### config.mk
export PLATFORM = sky130hd
export DESIGN_NAME = register_file
export DESIGN_NICKNAME = d
export VERILOG_FILES = /design/src/rtl/cpu_pkg.sv /design/src/rtl/regfile_read_port.sv /design/src/rtl/register_file.sv
export SDC_FILE = /design/constraint.sdc
export NUM_CORES = 1
export LEC_CHECK = 0
export BUFFER_PORTS_ARGS = -buffer_cell sky130_fd_sc_hd__buf_4
export CAP_MARGIN = 20
export CORE_ASPECT_RATIO = 0.8
export CORE_UTILIZATION = 60
export DETAILED_ROUTE_END_ITERATION = 6
export PLACE_DENSITY = 0.8
export SYNTH_ARGS = -nofsm -noshare
export SYNTH_HDL_FRONTEND = slang
export SYNTH_HIERARCHICAL = 1
export SYNTH_SLANG_ARGS = --single-unit
### constraint.sdc
create_clock -name clock -period 2.2 [get_ports clock]
set_input_delay 0.22 -clock clock [delete_from_list [all_inputs] [get_ports clock]]
set_output_delay 0.22 -clock clock [all_outputs]
set_load 0.05 [all_outputs]
### src/rtl/cpu_pkg.sv
// Shared datapath types and sizing for the 16-bit RISC core.
// Register file geometry lives here so the pipeline stages agree on widths.
package cpu_pkg;

   localparam int DATA_WIDTH     = 16;
   localparam int REG_ADDR_WIDTH = 3;
   localparam int NUM_REGS       = 1 << REG_ADDR_WIDTH;

   typedef logic [DATA_WIDTH-1:0]     word_t;
   typedef logic [REG_ADDR_WIDTH-1:0] reg_addr_t;

endpackage : cpu_pkg

### src/rtl/regfile_read_port.sv
// Combinational NUM_REGS:1 read mux for the register file.
// Zero-cycle latency: the output follows the address within the same cycle.
module regfile_read_port
   import cpu_pkg::*;
#(
   parameter int DATA_WIDTH = cpu_pkg::DATA_WIDTH,
   parameter int ADDR_WIDTH = cpu_pkg::REG_ADDR_WIDTH,
   parameter int NUM_REGS   = 2 ** ADDR_WIDTH
) (
   input  logic [NUM_REGS-1:0][DATA_WIDTH-1:0] i_regs,
   input  logic [ADDR_WIDTH-1:0]               i_adr,
   output logic [DATA_WIDTH-1:0]               o_data
);

   logic [DATA_WIDTH-1:0] w_sel;

   always_comb begin
      w_sel = i_regs[i_adr];
   end

   assign o_data = w_sel;

endmodule : regfile_read_port

### src/rtl/register_file.sv
// 8 x 16-bit general-purpose register file: two combinational read ports,
// one synchronous write port, synchronous flush that clears every register.
module register_file
   import cpu_pkg::*;
#(
   parameter int DATA_WIDTH = cpu_pkg::DATA_WIDTH,
   parameter int ADDR_WIDTH = cpu_pkg::REG_ADDR_WIDTH,
   parameter int NUM_REGS   = 2 ** ADDR_WIDTH
) (
   input  logic                  clock,
   input  logic                  flush,
   input  logic [ADDR_WIDTH-1:0] read_adr_1,
   input  logic [ADDR_WIDTH-1:0] read_adr_2,
   input  logic [DATA_WIDTH-1:0] write_data,
   input  logic [ADDR_WIDTH-1:0] write_adr,
   input  logic                  write_en,
   output logic [DATA_WIDTH-1:0] data_out_1,
   output logic [DATA_WIDTH-1:0] data_out_2
);

   logic [NUM_REGS-1:0][DATA_WIDTH-1:0] r_regs;

   // No read bypass: a same-cycle write becomes visible only after the edge;
   // forwarding is handled by the pipeline. Flush takes priority over a write.
   always_ff @(posedge clock) begin
      if (flush) begin
         r_regs <= '0;
      end else if (write_en) begin
         r_regs[write_adr] <= write_data;
      end
   end

   regfile_read_port #(
      .DATA_WIDTH (DATA_WIDTH),
      .ADDR_WIDTH (ADDR_WIDTH),
      .NUM_REGS   (NUM_REGS)
   ) u_rd_port_1 (
      .i_regs (r_regs),
      .i_adr  (read_adr_1),
      .o_data (data_out_1)
   );

   regfile_read_port #(
      .DATA_WIDTH (DATA_WIDTH),
      .ADDR_WIDTH (ADDR_WIDTH),
      .NUM_REGS   (NUM_REGS)
   ) u_rd_port_2 (
      .i_regs (r_regs),
      .i_adr  (read_adr_2),
      .o_data (data_out_2)
   );

endmodule : register_file

==> impl_metrics.tcl, run 1 <==
set metrics [dict create \
    ys_ff_latch 128 \
    period_share_pct 89.83 \
    grt_use_total_pct 27.92 \
    synth_warnings 6 \
    area_delta_synth_final_pct 15.31 \
    cts_buffer_depth 2 \
    synth_top_area_share_pct 35.43 \
    crit_arrival_ns 1.76 \
    min_path_type "input pin to register" \
    clock.fmax_mhz 506.0 \
    leakagePower_nw 4.064 \
    numCtsBuffers 17 \
    wl_per_cell_um 22.12 \
    dieArea_mm2 0.01250 \
    vias 4701 \
    fin_setup_tns_ns 0 \
    violations "design-rule violations" \
    slew_headroom_pct 52.94 \
    cp.required_ns 1.98 \
    hold_viol_final 0 \
    worst-path-buf-inv 1 \
    drive_above_1_share_pct 24.26 \
    p_int_mw 4.567 \
    worst_path_max_delay_cell "mux4_1" \
    largest_register "r_regs" \
    root_buffer "clkbuf_16" \
    initial_core_util_pct 62.09 \
    rows 35 \
    power_frac_seq_pct 40.3 \
    finalWorstSetupSlack_ns 0.2237 \
    hpwl_um 10170 \
    final_cell_mix "nand2b_1, mux2i_1, dfxtp_1, buf_4, mux4_1" \
    largestRegisters "r_regs (128)" \
    postSynthCellCount 573 \
    outcome "finished with violations" \
    cp_top_family "multiplexers" \
    crit_path_start_kind "register" \
    syn-num-nets 601 \
    fin_skew_ns 0 \
    syn_area_mm2 0.007233 \
    tightest_slew_ns 0.7029 \
    grt_pass1_vias 4866 \
    finalHoldWorstSlack_ns 0.2361 \
    ys_seq_area_share_pct 35.43 \
    cts.sinks 128 \
    grt_pass1_wl_um 26310 \
    vias_per_cell 6.202 \
    largest_reg_flops 128 \
    worstPathMaxFanout 3 \
    drtAntennaViolNets 0 \
    drcViolationCount 8 \
    avgSynthCellArea_um2 12.62 \
    cts_setup_buffers 0 \
    maxCapViolCount 0 \
    cts_hold_buf 0 \
    met3_usage_pct 5.277 \
    p_sw_mw 1.413 \
    path_clk_slew_ns 0.06 \
    pre_cts_ws_ns 0.2971 \
    rsz0062_at_grt "no" \
    yosysUniqueCellTypes 18 \
    grtUsageMet1_pct 35.43 \
    crit_chain "mux4_1, mux2_2, buf_4" \
    ir_worst_vdd_uv 805.4 \
    nNetsFinal 626 \
    top_usage_layer "met2" \
    htree_levels 4 \
    combPwrFrac_pct 9.8 \
    p_per_area_mw_per_mm2 717.0 \
    slowest_delay_ns 0.53 \
    routabilityCongestion 0.7815 \
    synth_top_cell_by_area "dfxtp_1" \
    setup_viol 0 \
    cts_tree "yes" \
    grt_util_met2_pct 48.01 \
    dr.first_iter.drc_count 316 \
    min_period_ns 1.976 \
    crit_type "register to output port" \
    cts_resized 0 \
    wl_um 16770 \
    antenna_cells 0 \
    portBuffers 59 \
    clock_latency_ns 0.41 \
    fp.dieW_um 124.8 \
    slew_viol_final 0 \
    p_clk_share_pct 49.9 \
    coreArea_mm2 0.01165 \
    drt_pass1_iterations 6 \
    dieHeight_um 100.2 \
    synth.area.top_cells "dfxtp_1, mux4_1, mux2i_1" \
    antenna_found_initial 0 \
    final_common_cell "nand2b_1" \
    grt_max_degree 43 \
    boundaryPins 60 \
    grt_overflow 0 \
    power.share.switching_pct 23.62 \
    end_kind "output port" \
]
[worst register-to-register path: cells and delay by family, from the launching register on]
| kind | cells | cell delay, ns |
|---|---|---|
| muxes | 1 | 0.13 |
| and+or+nand+nor | 1 | 0.09 |
| DFF | 1 | 0.38 |
[stage by stage]
stage | utilization (%) | instances | cell area [µm²] | total power [mW]
6_report | 71.60 | 758 | 8341 | 5.980
5_1_grt | 71.60 | 758 | 8341 | 6.141
4_1_cts | 71.60 | 758 | 8341 | 6.011
2_1_floorplan | - | 573 | 7233 | 2.878
3_5_place_dp | 66.21 | 727 | 7712 | 3.038
3_3_place_gp | 66.21 | 727 | 7712 | 3.021
[path summary, 6_finish.rpt]
path                     start            end  slack [ns]  cells after the start
setup / recovery    r_regs[51]  data_out_1[3]        0.22                      3
hold / removal    write_adr[0]      r_regs[4]        0.24                      3
setup reg to reg    r_regs[70]     r_regs[70]        1.53                      2
hold reg to reg     r_regs[21]     r_regs[21]        0.48                      2
[power groups by stage]
stage	Sequential [mW]	Clock, mW	Combinational [mW]
floorplan	2.44	0	0.436
CTS	2.41	3.02	0.586
detailed placement	2.46	0	0.581
finish	2.41	2.99	0.586
global placement	2.45	0	0.570
global route	2.41	3.12	0.613
[synthesized netlist by cell type, drive strengths merged]
cell type and instances:
nand2b 144, dfxtp 128, mux2i 128, mux4 64, buf 36, mux2 32, clkbuf 31, nand4b 3
nand4bb 3, nand4 1, nor4b 1, nor4bb 1, or4b 1
[kinds of logic after synthesis]
family                 share of synthesized area, %
AND/OR/NAND/NOR                               14.12
flip-flops                                    35.43
multiplexers                                  45.53
buffers and inverters                         4.930
[layer usage]
metal / share of wire [%] / routed length (µm)
met3: 3.4 / 565
met2: 49 / 8218
met5: 0 / 0
met4: 1.7 / 293
met1: 46 / 7690
[area by class of cell]
type / count / area, µm²
tap: 148 / 185.2
fill: 794 / 3308
multi-input combinational: 378 / 4329
timing repair buffer: 73 / 635.6
clock buffer: 18 / 439.2
clock inverter: 13 / 188.9
sequential: 128 / 2562
Note: power is estimated with default switching activity, not from simulation.
==> run 2, diff against run 1 <==
- PLACE_DENSITY: 0.8 -> 0.81
==> run 2 against run 1 <==
The flow still finishes with violations (design-rule violations). Worst hold slack better by 0.011 ns. Critical path depth is the same. Die area stayed put. Clock skew unchanged. Power decreased by 5.8%. Clock-buffer cell count grew 1. Largest power group unchanged.
==> impl_metrics.tcl, run 2 (same netlist as run 1, synthesis figures left out) <==
set metrics [dict create \
    numCtsBuffers 17 \
    power.share.switching_pct 24.51 \
    initial_core_util_pct 62.09 \
    drtAntennaViolNets 0 \
    coreArea_mm2 0.01165 \
    power_frac_seq_pct 42.8 \
    nNetsFinal 627 \
    outcome "finished with violations" \
    violations "design-rule violations" \
    cts.sinks 128 \
    drive_above_1_share_pct 24.51 \
    final_cell_count_no_fill 760 \
    crit_path_start_kind "register" \
    dp_cells 728 \
    antenna_cells 0 \
    p_clk_share_pct 46.9 \
    cts_tree "yes" \
    largest_reg_flops 128 \
    clock.fmax_mhz 503.8 \
    fin_skew_ns 0 \
    crit_arrival_ns 1.77 \
    hpwl_um 10160 \
    slowest_delay_ns 0.51 \
    r2r_setup_slack_ns 1.48 \
    layout.area.seq_mm2 0.002562 \
    dieHeight_um 100.2 \
    maxCapViolCount 0 \
    fp.dieW_um 124.8 \
    worst_path_max_delay_cell "mux4_1" \
    wl_um 16710 \
    pre_cts_ws_ns 0.2518 \
    rr_startpoint "r_regs[61]" \
    critPathLaunch "r_regs[38]" \
    path_clk_slew_ns 0.06 \
    min_period_ns 1.985 \
    hp-start "write_adr[0]" \
    hold_viol_final 0 \
    routabilityCongestion 0.7793 \
    cts_buffer_depth 2 \
    grt_pass1_wl_um 26470 \
    leakagePower_nw 4.029 \
    cts_setup_buffers 0 \
    slew_headroom_pct 33.74 \
    tightest_slew_ns 0.9916 \
    area_delta_synth_final_pct 14.05 \
    combPwrFrac_pct 10.3 \
    period_share_pct 90.23 \
    crit_chain "mux4_1, mux2_2, buf_4" \
    p_per_area_mw_per_mm2 683.1 \
    crit_type "register to output port" \
    largest_register "r_regs" \
    rsz0062_at_grt "no" \
    boundaryPins 60 \
    p_sw_mw 1.381 \
    portBuffers 59 \
    final_common_cell "nand2b_1" \
    cts_resized 0 \
    antenna_found_initial 0 \
    final.fill_count 753 \
    slew_viol_final 0 \
    multi_input_area_mm2 0.004329 \
    largestRegisters "r_regs (128)" \
    clock_latency_ns 0.40 \
    vias 4670 \
    wl_per_cell_um 21.98 \
    grt_use_total_pct 28.32 \
    grt_pass1_vias 4882 \
    vias_per_cell 6.145 \
    worstSetupEndpoint "data_out_1[6]" \
    drcViolationCount 4 \
    dieArea_mm2 0.01250 \
    finalWorstSetupSlack_ns 0.2149 \
    htree_levels 4 \
    cp.required_ns 1.98 \
    rows 35 \
    end_kind "output port" \
    cts_hold_buf 0 \
    grt_overflow 0 \
    worstPathMaxFanout 3 \
    p_int_mw 4.253 \
    min_path_type "input pin to register" \
    ir_worst_vdd_uv 610.2 \
    fin_setup_tns_ns 0 \
    drt_pass1_iterations 6 \
    final_cell_mix "nand2b_1, mux2i_1, dfxtp_1, buf_4, mux4_1" \
    root_buffer "clkbuf_16" \
    worst-r2r-cell-count 2 \
    setup_viol 0 \
    regToRegEndpoint "r_regs[61]" \
    dr.first_iter.drc_count 294 \
    grt_max_degree 86 \
]
## run 2: cell count changes in the layout (fill, tap and decap cells not counted)
| cell | change |
|---|---|
| clkinv_4 | -1 |
| inv_6 | +1 |
| buf_12 | -3 |
| bufinv_16 | -3 |
| clkbuf_8 | +1 |
| clkinv_2 | +3 |
| buf_4 | +4 |
## run 2: worst min path at each step
stage / cells after the start / endpoint / slack (ns)
finish: 3 / r_regs[15] / 0.25
detailed placement: 2 / r_regs[44] / 0.48
CTS: 3 / r_regs[15] / 0.23
global route: 3 / r_regs[1] / 0.24
floorplan: 2 / r_regs[21] / 0.45
global placement: 2 / r_regs[26] / 0.46
## run 2: critical path, delay by kind of cell (launching register included)
| kind | cells | cell delay [ns] |
|---|---|---|
| buffers and inverters | 1 | 0.20 |
| DFF | 1 | 0.33 |
| muxes | 2 | 0.82 |
## run 2: area by class of cell
type	instances	area share, %
multi-input cells	378	52.48
flip-flops and latches	128	31.06
repair buffers	74	7.341
clock buffers	19	5.491
well taps	148	2.245
clock inverters	13	1.380
## run 2: power groups by stage
stage	clock network, mW	registers, mW	logic [mW]
2_1_floorplan	0	2.44	0.436
3_5_place_dp	0	2.46	0.574
4_1_cts	2.68	2.41	0.578
6_report	2.65	2.41	0.579
5_1_grt	2.80	2.41	0.607
3_3_place_gp	0	2.45	0.564
## run 2: layer usage
metal | vias to the layer above | wire length (µm) | global-route usage, %
met5 | - | 0 | 0
met1 | 2378 | 7580 | 36.52
met2 | 102 | 8293 | 48.36
li1 | 2167 | - | -
met3 | 23 | 588 | 5.704
met4 | 0 | 246 | 9.022
## run 2: through the flow
step	power, mW	instance area (µm²)	util [%]	hold WS (ns)
floorplan	2.878	7233	-	0.4521
global placement	3.016	7682	65.95	0.4617
detailed placement	3.031	7682	65.95	0.4770
CTS	5.668	8249	70.82	0.2287
global route	5.819	8249	70.82	0.2439
finish	5.635	8249	70.82	0.2468
==> run 3, diff against run 2 <==
- SYNTH_HIERARCHICAL: 1 -> default
==> run 3 against run 2 <==
The run now ends clean. Maximum frequency down 2.7%. Clock power up 5%. Area after synthesis down 6.5%. Clock-buffer cell count up 5. Worst setup slack worse by 0.055 ns.
==> impl_metrics.tcl, run 3 <==
set metrics [dict create \
    slew_headroom_pct 58.38 \
    routabilityCongestion 0.8339 \
    drive_above_1_share_pct 23.85 \
    antenna_cells 0 \
    vias 5947 \
    grt_pass1_vias 5925 \
    maxCapViolCount 0 \
    root_buffer "clkbuf_16" \
    power_frac_seq_pct 41.7 \
    power.share.switching_pct 23.89 \
    dieArea_mm2 0.01171 \
    initial_core_util_pct 61.88 \
    met1_length_um 7421 \
    syn-num-nets 733 \
    clock.fmax_mhz 490.1 \
    grt_max_degree 77 \
    yosys.cell_count.top_type "nand2_1" \
    p_int_mw 4.393 \
    crit_path_start_kind "register" \
    top_layer_used "met4" \
    drt_pass1_iterations 6 \
    wl_per_cell_um 23.01 \
    synth_warnings 0 \
    grt_overflow 0 \
    p_clk_share_pct 48.2 \
    synth_ff_type "dfxtp_1" \
    placed_cell_area_mm2 0.007143 \
    dr_wl_met2_um 9614 \
    cp.required_ns 1.98 \
    area_delta_synth_final_pct 14.19 \
    met3_length_um 2239 \
    leakagePower_nw 2.969 \
    p_per_area_mw_per_mm2 747.2 \
    path_clk_slew_ns 0.05 \
    postSynthCellCount 705 \
    drcViolationCount 0 \
    hold_depth 3 \
    period_share_pct 92.74 \
    synth.area.top_cells "dfxtp_1, nand2_1, mux4_1" \
    antenna_found_initial 0 \
    syn_area_mm2 0.006765 \
    vias_per_cell 6.743 \
    crit_arrival_ns 1.82 \
    worst-r2r-cell-count 2 \
    yosys.area_share.xor_xnor_pct 0 \
    synth_fa_ha_area_share_pct 0 \
    coreArea_mm2 0.01093 \
    min_period_ns 2.040 \
    tightest_slew_ns 0.6242 \
    cts_hold_buf 0 \
    numCtsBuffers 17 \
    final.fill_count 719 \
    setup_viol 0 \
    dieHeight_um 96.98 \
    outcome "finished clean" \
    min_path_type "input pin to register" \
    slew_viol_final 0 \
    worstPathMaxFanout 3 \
    avgSynthCellArea_um2 9.596 \
    grt_use_total_pct 36.18 \
    crit_type "register to output port" \
    synth_compound_area_share_pct 9.469 \
    largestRegisters "r_regs (128)" \
    synth_top_family_by_area "multiplexers" \
    cts_tree "yes" \
    portBuffers 59 \
    drtAntennaViolNets 0 \
    cts_buffer_depth 2 \
    largest_register "r_regs" \
    rows 34 \
    rsz0062_at_grt "no" \
    cts_resized 0 \
    layout.area.seq_mm2 0.002562 \
    fp.dieW_um 120.7 \
    synth_edf_count 0 \
    end_kind "output port" \
    ys_seq_area_share_pct 37.88 \
    cts.sinks 128 \
    yosysUniqueCellTypes 21 \
    synthSimpleGateAreaFrac_pct 16.81 \
    p_sw_mw 1.379 \
    nNetsFinal 755 \
    clock_latency_ns 0.41 \
    multi_input_area_mm2 0.003720 \
    fin_skew_ns 0 \
    fin_setup_tns_ns 0 \
    dr.first_iter.drc_count 784 \
    synth_common_cells "nand2_1, a21oi_1, dfxtp_1" \
    grt_pass1_wl_um 31570 \
    htree_levels 4 \
    async_flop_share_pct 0 \
    final_cell_area_mm2 0.007725 \
    final_cell_mix "nand2_1, a21oi_1, dfxtp_1, buf_4, mux4_1" \
    synth_top_cell_by_area "dfxtp_1" \
    wl_um 20290 \
    hold_viol_final 0 \
    largest_reg_flops 128 \
    synth_top_area_share_pct 37.88 \
    boundaryPins 60 \
    ir_worst_vdd_uv 781.3 \
    final_common_cell "nand2_1" \
    combPwrFrac_pct 10.0 \
    ys_ff_latch 128 \
    hpwl_um 12360 \
    cts_setup_buffers 0 \
    synthMuxAreaShare_pct 28.70 \
]
[run 3: changes by cell type after synthesis, sizes merged]
cell    delta
nand2    +256
buf       +12
nor4bb     -1
mux2i    -128
a21oi    +128
and4b      +3
nand2b   -144
clkbuf     +2
and4bb     +3
and4       +1
[run 3: area by class of cell]
class,count,area share [%]
Sequential cell,128,33.17
Timing Repair Buffer,84,8.811
Clock buffer,24,6.495
Tap cell,144,2.332
Multi-Input combinational cell,496,48.15
Clock inverter,6,1.037
[run 3: path summary, 6_finish.rpt]
path	startpoint	slack, ns	endpoint
worst max register to register	r_regs[51]	1.47	r_regs[51]
worst max-delay path	r_regs[10]	0.16	data_out_2[10]
worst min-delay path	write_data[6]	0.10	r_regs[22]
worst min register to register	r_regs[87]	0.47	r_regs[87]
[run 3: per-layer routing]
metal,vias to the layer above,GRT usage [%]
met1,2860,43.24
met3,114,9.611
met2,448,57.60
li1,2525,-
met5,-,0
met4,0,23.46
[run 3: power groups by stage]
stage | clock (mW) | combinational [mW] | sequential, mW
after floorplan | 0 | 0.419 | 2.44
after global placement | 0 | 0.549 | 2.45
after detailed placement | 0 | 0.564 | 2.45
after CTS | 2.78 | 0.567 | 2.41
after global routing | 2.88 | 0.601 | 2.41
final | 2.79 | 0.578 | 2.41
[run 3: critical path, stage by stage, from the launching register on]
cell     delay [ns]
dfxtp_1        0.34
mux4_4         0.60
mux2_2         0.28
buf_4          0.19
[run 3: cells by family after synthesis]
kind of cell | count (synthesis)
buffers and inverters | 81
AO/OA/AOI/OAI | 128
flip-flops | 128
AND/OR/NAND/NOR | 272
multiplexers | 96
[run 3: metrics by stage]
stage          total power [mW]  hold slack, ns  utilization (%)  worst slack, ns  instances
6_report                  5.772          0.1025            70.66           0.1597        882
5_1_grt                   5.895          0.1054            70.66           0.1265        882
4_1_cts                   5.753         0.08977            70.66           0.1535        882
3_5_place_dp              3.018          0.4607            65.34           0.2719        852
3_3_place_gp              2.997          0.4466            65.34           0.2915        852
2_1_floorplan             2.859          0.4397                -           0.5864        705
